$ cat src/rtl/freq_synth_pkg.sv
// Shared definitions for the frequency synthesizer: controller state
// encoding and the Nyquist limit on the tuning word.
package freq_synth_pkg;

  typedef enum logic [1:0] {
    IDLE = 2'd0,
    RUN  = 2'd1,
    PEND = 2'd2,
    STOP = 2'd3
  } state_t;

  // Largest legal tuning word: half a turn of the phase circle.
  function automatic logic [63:0] nyq_limit(input int unsigned acc_w);
    return 64'd1 << (acc_w - 1);
  endfunction

endpackage

$ cat src/rtl/freq_synth_acc.sv
// Phase accumulator for freq_synth: wraps modulo 2^ACC_W, reports the
// carry-out of the next add and registers the phase MSB as the clock output.
module freq_synth_acc #(
  parameter int ACC_W = 32
) (
  input  logic             clk,
  input  logic             rst,
  input  logic             clr,
  input  logic             add_en,
  input  logic [ACC_W-1:0] step,
  output logic             carry,
  output logic             acc_msb,
  output logic             msb_p1
);

  logic [ACC_W-1:0] acc_p0;
  logic [ACC_W:0]   sum;

  assign sum     = {1'b0, acc_p0} + {1'b0, step};
  assign carry   = sum[ACC_W];
  assign acc_msb = acc_p0[ACC_W-1];

  // Stage 0: phase register, cleared on reset or controller request
  always_ff @(posedge clk) begin
    if (rst || clr) begin
      acc_p0 <= '0;
    end else if (add_en) begin
      acc_p0 <= sum[ACC_W-1:0];
    end
  end

  // Stage 1: output clock is the phase MSB delayed by one cycle
  always_ff @(posedge clk) begin
    if (rst) begin
      msb_p1 <= 1'b0;
    end else begin
      msb_p1 <= acc_p0[ACC_W-1];
    end
  end

endmodule

$ cat src/rtl/freq_synth.sv
// Phase-accumulator test-clock synthesizer with glitch-free retuning.
// New tuning words take effect only at a phase wrap, and disabling lets the
// current high phase finish, so clk_out never emits a runt pulse.
// Optional macro FREQ_SYNTH_EDGE_CNT_EN builds the rising-edge counter;
// without it edge_cnt is tied to zero.
module freq_synth
  import freq_synth_pkg::*;
#(
  parameter int ACC_W    = 32,
  parameter int SYS_FREQ = 50_000_000
) (
  input  logic             sys_clk,
  input  logic             sys_rst,
  input  logic             en,
  input  logic [ACC_W-1:0] fw_data,
  input  logic             fw_valid,
  output logic             fw_ready,
  output logic             fw_err,
  output logic             clk_out,
  output logic [31:0]      edge_cnt
);

  if (ACC_W < 16 || ACC_W > 48 || SYS_FREQ <= 0) begin : g_param_chk
    $error("freq_synth: ACC_W must be 16..48 and SYS_FREQ positive");
  end

  localparam logic [ACC_W-1:0] NYQ = ACC_W'(nyq_limit(ACC_W));

  state_t           state_q, state_d;
  logic [ACC_W-1:0] act_q, act_d;
  logic [ACC_W-1:0] pnd_q, pnd_d;
  logic             err_q;
  logic             too_big, take;
  logic             add_en, acc_clr;
  logic             carry, acc_msb;

  freq_synth_acc #(
    .ACC_W (ACC_W)
  ) u_acc (
    .clk     (sys_clk),
    .rst     (sys_rst),
    .clr     (acc_clr),
    .add_en  (add_en),
    .step    (act_q),
    .carry   (carry),
    .acc_msb (acc_msb),
    .msb_p1  (clk_out)
  );

  // Handshake readiness: open in IDLE (when enabled) and RUN only
  always_comb begin
    fw_ready = 1'b0;
    if (!sys_rst) begin
      if (state_q == IDLE) begin
        fw_ready = en;
      end else if (state_q == RUN) begin
        fw_ready = 1'b1;
      end
    end
  end

  assign too_big = fw_data > NYQ;
  assign take    = fw_valid && fw_ready && !too_big;

  // Controller next state, word registers and accumulator control
  always_comb begin
    state_d = state_q;
    act_d   = act_q;
    pnd_d   = pnd_q;
    add_en  = 1'b0;
    acc_clr = 1'b0;
    case (state_q)
      IDLE: begin
        if (take && fw_data != '0) begin
          act_d   = fw_data;
          state_d = RUN;
        end
      end
      RUN: begin
        add_en = 1'b1;
        if (!en) begin
          state_d = STOP;
        end else if (take) begin
          pnd_d   = fw_data;
          state_d = PEND;
        end
      end
      PEND: begin
        add_en = 1'b1;
        if (!en) begin
          pnd_d   = '0;
          state_d = STOP;
        end else if (carry) begin
          // A zero pending word is a stop request honoured at the wrap.
          pnd_d = '0;
          if (pnd_q == '0) begin
            act_d   = '0;
            acc_clr = 1'b1;
            state_d = IDLE;
          end else begin
            act_d   = pnd_q;
            state_d = RUN;
          end
        end
      end
      default: begin
        // STOP: keep running through a high phase, park once MSB is low.
        if (acc_msb) begin
          add_en = 1'b1;
        end else begin
          act_d   = '0;
          acc_clr = 1'b1;
          state_d = IDLE;
        end
      end
    endcase
  end

  // Controller state and tuning-word registers
  always_ff @(posedge sys_clk) begin
    if (sys_rst) begin
      state_q <= IDLE;
      act_q   <= '0;
      pnd_q   <= '0;
    end else begin
      state_q <= state_d;
      act_q   <= act_d;
      pnd_q   <= pnd_d;
    end
  end

  // Reject flag: pulses the cycle after an above-Nyquist word is offered
  always_ff @(posedge sys_clk) begin
    if (sys_rst) begin
      err_q <= 1'b0;
    end else begin
      err_q <= fw_valid && fw_ready && too_big;
    end
  end

  assign fw_err = err_q;

`ifdef FREQ_SYNTH_EDGE_CNT_EN
  logic rise, cnt_clr;

  // A rise happens when the phase MSB is about to be registered high.
  assign rise    = acc_msb && !clk_out;
  // Entering RUN means a new word has just been applied.
  assign cnt_clr = (state_d == RUN) && (state_q != RUN);

  // Saturating count of clk_out rising edges since the last applied word
  always_ff @(posedge sys_clk) begin
    if (sys_rst) begin
      edge_cnt <= '0;
    end else if (cnt_clr) begin
      edge_cnt <= {31'd0, rise};
    end else if (rise && edge_cnt != '1) begin
      edge_cnt <= edge_cnt + 32'd1;
    end
  end
`else
  assign edge_cnt = '0;
`endif

endmodule

$ cat config.mk
export PLATFORM = sky130hd
export DESIGN_NAME = freq_synth
export DESIGN_NICKNAME = d
export VERILOG_FILES = /design/src/rtl/freq_synth_pkg.sv /design/src/rtl/freq_synth_acc.sv /design/src/rtl/freq_synth.sv
export SDC_FILE = /design/constraint.sdc
export NUM_CORES = 1
export LEC_CHECK = 0
export ABC_AREA = 1
export BUFFER_PORTS_ARGS = -buffer_cell sky130_fd_sc_hd__buf_2
export CORE_MARGIN = 10
export CORE_UTILIZATION = 46
export DETAILED_ROUTE_END_ITERATION = 10
export PLACE_DENSITY = 0.71
export RECOVER_POWER = 100
export SYNTH_ARGS = -nofsm -noshare
export SYNTH_HDL_FRONTEND = slang
export SYNTH_HIERARCHICAL = 1
export SYNTH_SLANG_ARGS = --single-unit
$ cat constraint.sdc
create_clock -name sys_clk -period 3.7 [get_ports sys_clk]
set_input_delay 0 -clock sys_clk [delete_from_list [all_inputs] [get_ports sys_clk]]
set_output_delay 0 -clock sys_clk [all_outputs]
set_load 0.02 [all_outputs]
==> impl_metrics.tcl <==
set metrics [dict create \
    outcome "complete, no violations" \
    track_usage_pct 16.6 \
    grt_setup_unrepaired "no" \
    area_growth_pct 8.52 \
    hpwl_mm 13.5 \
    path_class "flop to flop" \
    clk_latency_ns 0.35 \
    top_layer_used "met4" \
    peakVddDrop_mv 0.385 \
    power_frac_clock_pct 16.6 \
    syn_inst 1257 \
    die_width_um 147 \
    routabilityCongestion 0.914 \
    ys_seq_elements 100 \
    synthTopCellsByArea "dfxtp_1 27%, nand2_1 17%, nor2_1 13%, inv_1 9.8%, ha_1 6.1%" \
    worstSetupStartpointType "flop" \
    fin_area_um2 8000 \
    htreeDepth 3 \
    die_h_um 147 \
    power_uw 5460 \
    grt_pass1_vias 6604 \
    utilization_pct 50.7 \
    grt-ovfl-total 0 \
    route.met2.wl_mm 8.10 \
    drive_above_1_share_pct 7.80 \
    die_area_um2 21500 \
    first_pass_iters 6 \
    core.rowCount 46 \
    ios 71 \
    tns_ns 0 \
    vias 7056 \
    synth_top_area_share_pct 27.2 \
    fin_crit_sh_pct 83.1 \
    cellPowerDensity_nw_per_um2 683 \
    grt_start_max_net_pins 67 \
    crit_required_ns 3.99 \
    synth_warnings 6 \
    grt_pass1_wl_mm 30.5 \
    yosys.area_share.simple_pct 37.0 \
    viasPerCell 4.67 \
    wl_per_cell_um 11.9 \
    synth_top_family_by_area "simple AND/OR/NAND/NOR gates" \
    whs_path_depth 5 \
    synth_cell_type_count 38 \
    antennaDiodeCount 0 \
    drcViolationCount 0 \
    comb_power_share_pct 51.0 \
    cts_tree "yes" \
    wl_met1_mm 8.81 \
    max_slew_margin_pct 52.5 \
    power.switching_uw 2540 \
    drt_iter0_markers 369 \
    drt_wl_total_mm 18.0 \
    slew_viol_final 0 \
    cts_sinks 100 \
    p_sw_share_pct 46.6 \
    drv_cap 0 \
    clock_skew_ns 0.00902 \
    hold_path_class "primary input to flop" \
    layout.nets 1364 \
    clk_pin_slew_ns 0.07 \
    synth.mux.area_fraction_pct 0 \
    power.leakage_uw 0.00439 \
    seq_power_share_pct 32.5 \
    ys_seq_area_share_pct 27.2 \
    layout.cells.most_common "nand2_1" \
    worst_pin_slew_ns 0.712 \
    met3_length_um 688 \
    intPower_uw 2920 \
    final-hold-violation-count 0 \
    synth.avg_cell_area_um2 5.86 \
    place_area_um2 7540 \
    max_clock_freq_ghz 0.325 \
    synth_adder_area_share_pct 6.38 \
    arrival_ns 3.37 \
    final-setup-viol-count 0 \
    antenna_found_initial 0 \
    cts_buffers 9 \
    yosysTopAreaCell "dfxtp_1" \
    synth_compound_area_share_pct 10.8 \
    synth_xor_area_share_pct 1.66 \
    r2r_cells 18 \
    coreArea_um2 15800 \
    start_util_pct 46.7 \
    end_kind "flop" \
    cp_max_fo 64 \
    cts_buffer_depth 2 \
    root_buffer "clkbuf_16" \
    ant_nets 0 \
    cts_setup_buffers 0 \
    period_needed_ns 3.08 \
    final_cell_mix "333 x nand2_1, 255 x nor2_1, 192 x inv_1, 105 x o21ai_0, 100 x dfxtp_1" \
    portBuffers 38 \
    syn-cell-area_um2 7370 \
]
## per-stage QoR
| stage | cells | worst slack (ns) | hold WS (ns) |
|---|---|---|---|
| after detailed placement | 1475 | 0.741 | 0.252 |
| after global placement | 1475 | 0.845 | 0.264 |
| after floorplan | 1288 | 1.05 | 0.0724 |
| after global routing | 1511 | 0.231 | 0.0407 |
| after CTS | 1511 | 0.713 | 0.0000538 |
| final | 1511 | 0.624 | 0.0151 |
## area by class of cell
class	instances	area, um^2
fill	1694	7770
multi-input combinational	911	4250
sequential	100	2000
inverter	204	766
timing repair buffer	65	439
tap	216	270
clock buffer	9	225
clock inverter	6	50.0
## cells in the mapped netlist (all sizes together)
library cell  number
nand4              3
and2               2
o21ai            108
dfxtp            100
nor3               4
a21oi             28
o21bai             3
nand3             55
ha                36
a21o               1
clkbuf            21
or2                1
o211ai             1
conb               1
o22ai              9
inv              203
nor2             265
nand2            346
nand3b             1
clkinv             1
xor2              14
a311oi             1
fa                 1
buf               52
## cell families after synthesis
group,after synthesis
AND/OR/NAND/NOR,677
buffers and inverters,277
AO/OA/AOI/OAI,151
flip-flops,100
adder cells (fa/ha/maj),37
XOR/XNOR,14
other,1
## layer usage
metal  global-route usage, %  vias up
li1                        -     3826
met1                    21.7     3071
met2                    27.4      132
met3                    2.19       27
met5                       0        -
met4                    6.01        0
## flip-flops by register name, indices dropped and copies added, names as in the netlist
register / cells
act_q: 32
pnd_q: 32
fw_err: 1
state_q: 2
u_acc/msb_p1: 1
u_acc/acc_p0: 32
## worst paths after layout
check / end / start / slack [ns]
setup reg to reg: pnd_q[19] / act_q[0] / 0.62
setup / recovery: pnd_q[19] / act_q[0] / 0.62
hold / removal: pnd_q[9] / fw_data[9] / 0.02
hold reg to reg: u_acc/acc_p0[0] / u_acc/acc_p0[0] / 0.48
## power groups by stage
stage / clock network [uW] / logic, uW / registers [uW]
CTS: 927 / 2840 / 1770
detailed placement: 0 / 2810 / 1790
global route: 966 / 3210 / 1830
finish: 906 / 2780 / 1770
global placement: 0 / 2760 / 1780
floorplan: 0 / 2370 / 1700
## worst max-delay path: stages (launching register included)
cell      delay, ns
dfxtp_1        0.32
ha_1           0.25
fa_1           0.45
nand3_1        0.11
nand3_1        0.12
nand3_1        0.09
nand3_1        0.14
nand2_1        0.12
nand2_1        0.07
nand2_1        0.06
nand3_1        0.11
nor2_1         0.12
nand2_1        0.08
o211ai_1       0.14
a21oi_4        0.04
clkbuf_4       0.38
o21ai_0        0.20
nand2_1        0.08
nor2_1         0.09
## repair_timing
| action | CTS | global route |
|---|---|---|
| gates resized for setup | 0 | 0 |
| hold endpoints to repair | 21 | 0 |
| hold buffers | 21 | 0 |
Power figures use the tool's default switching activity.
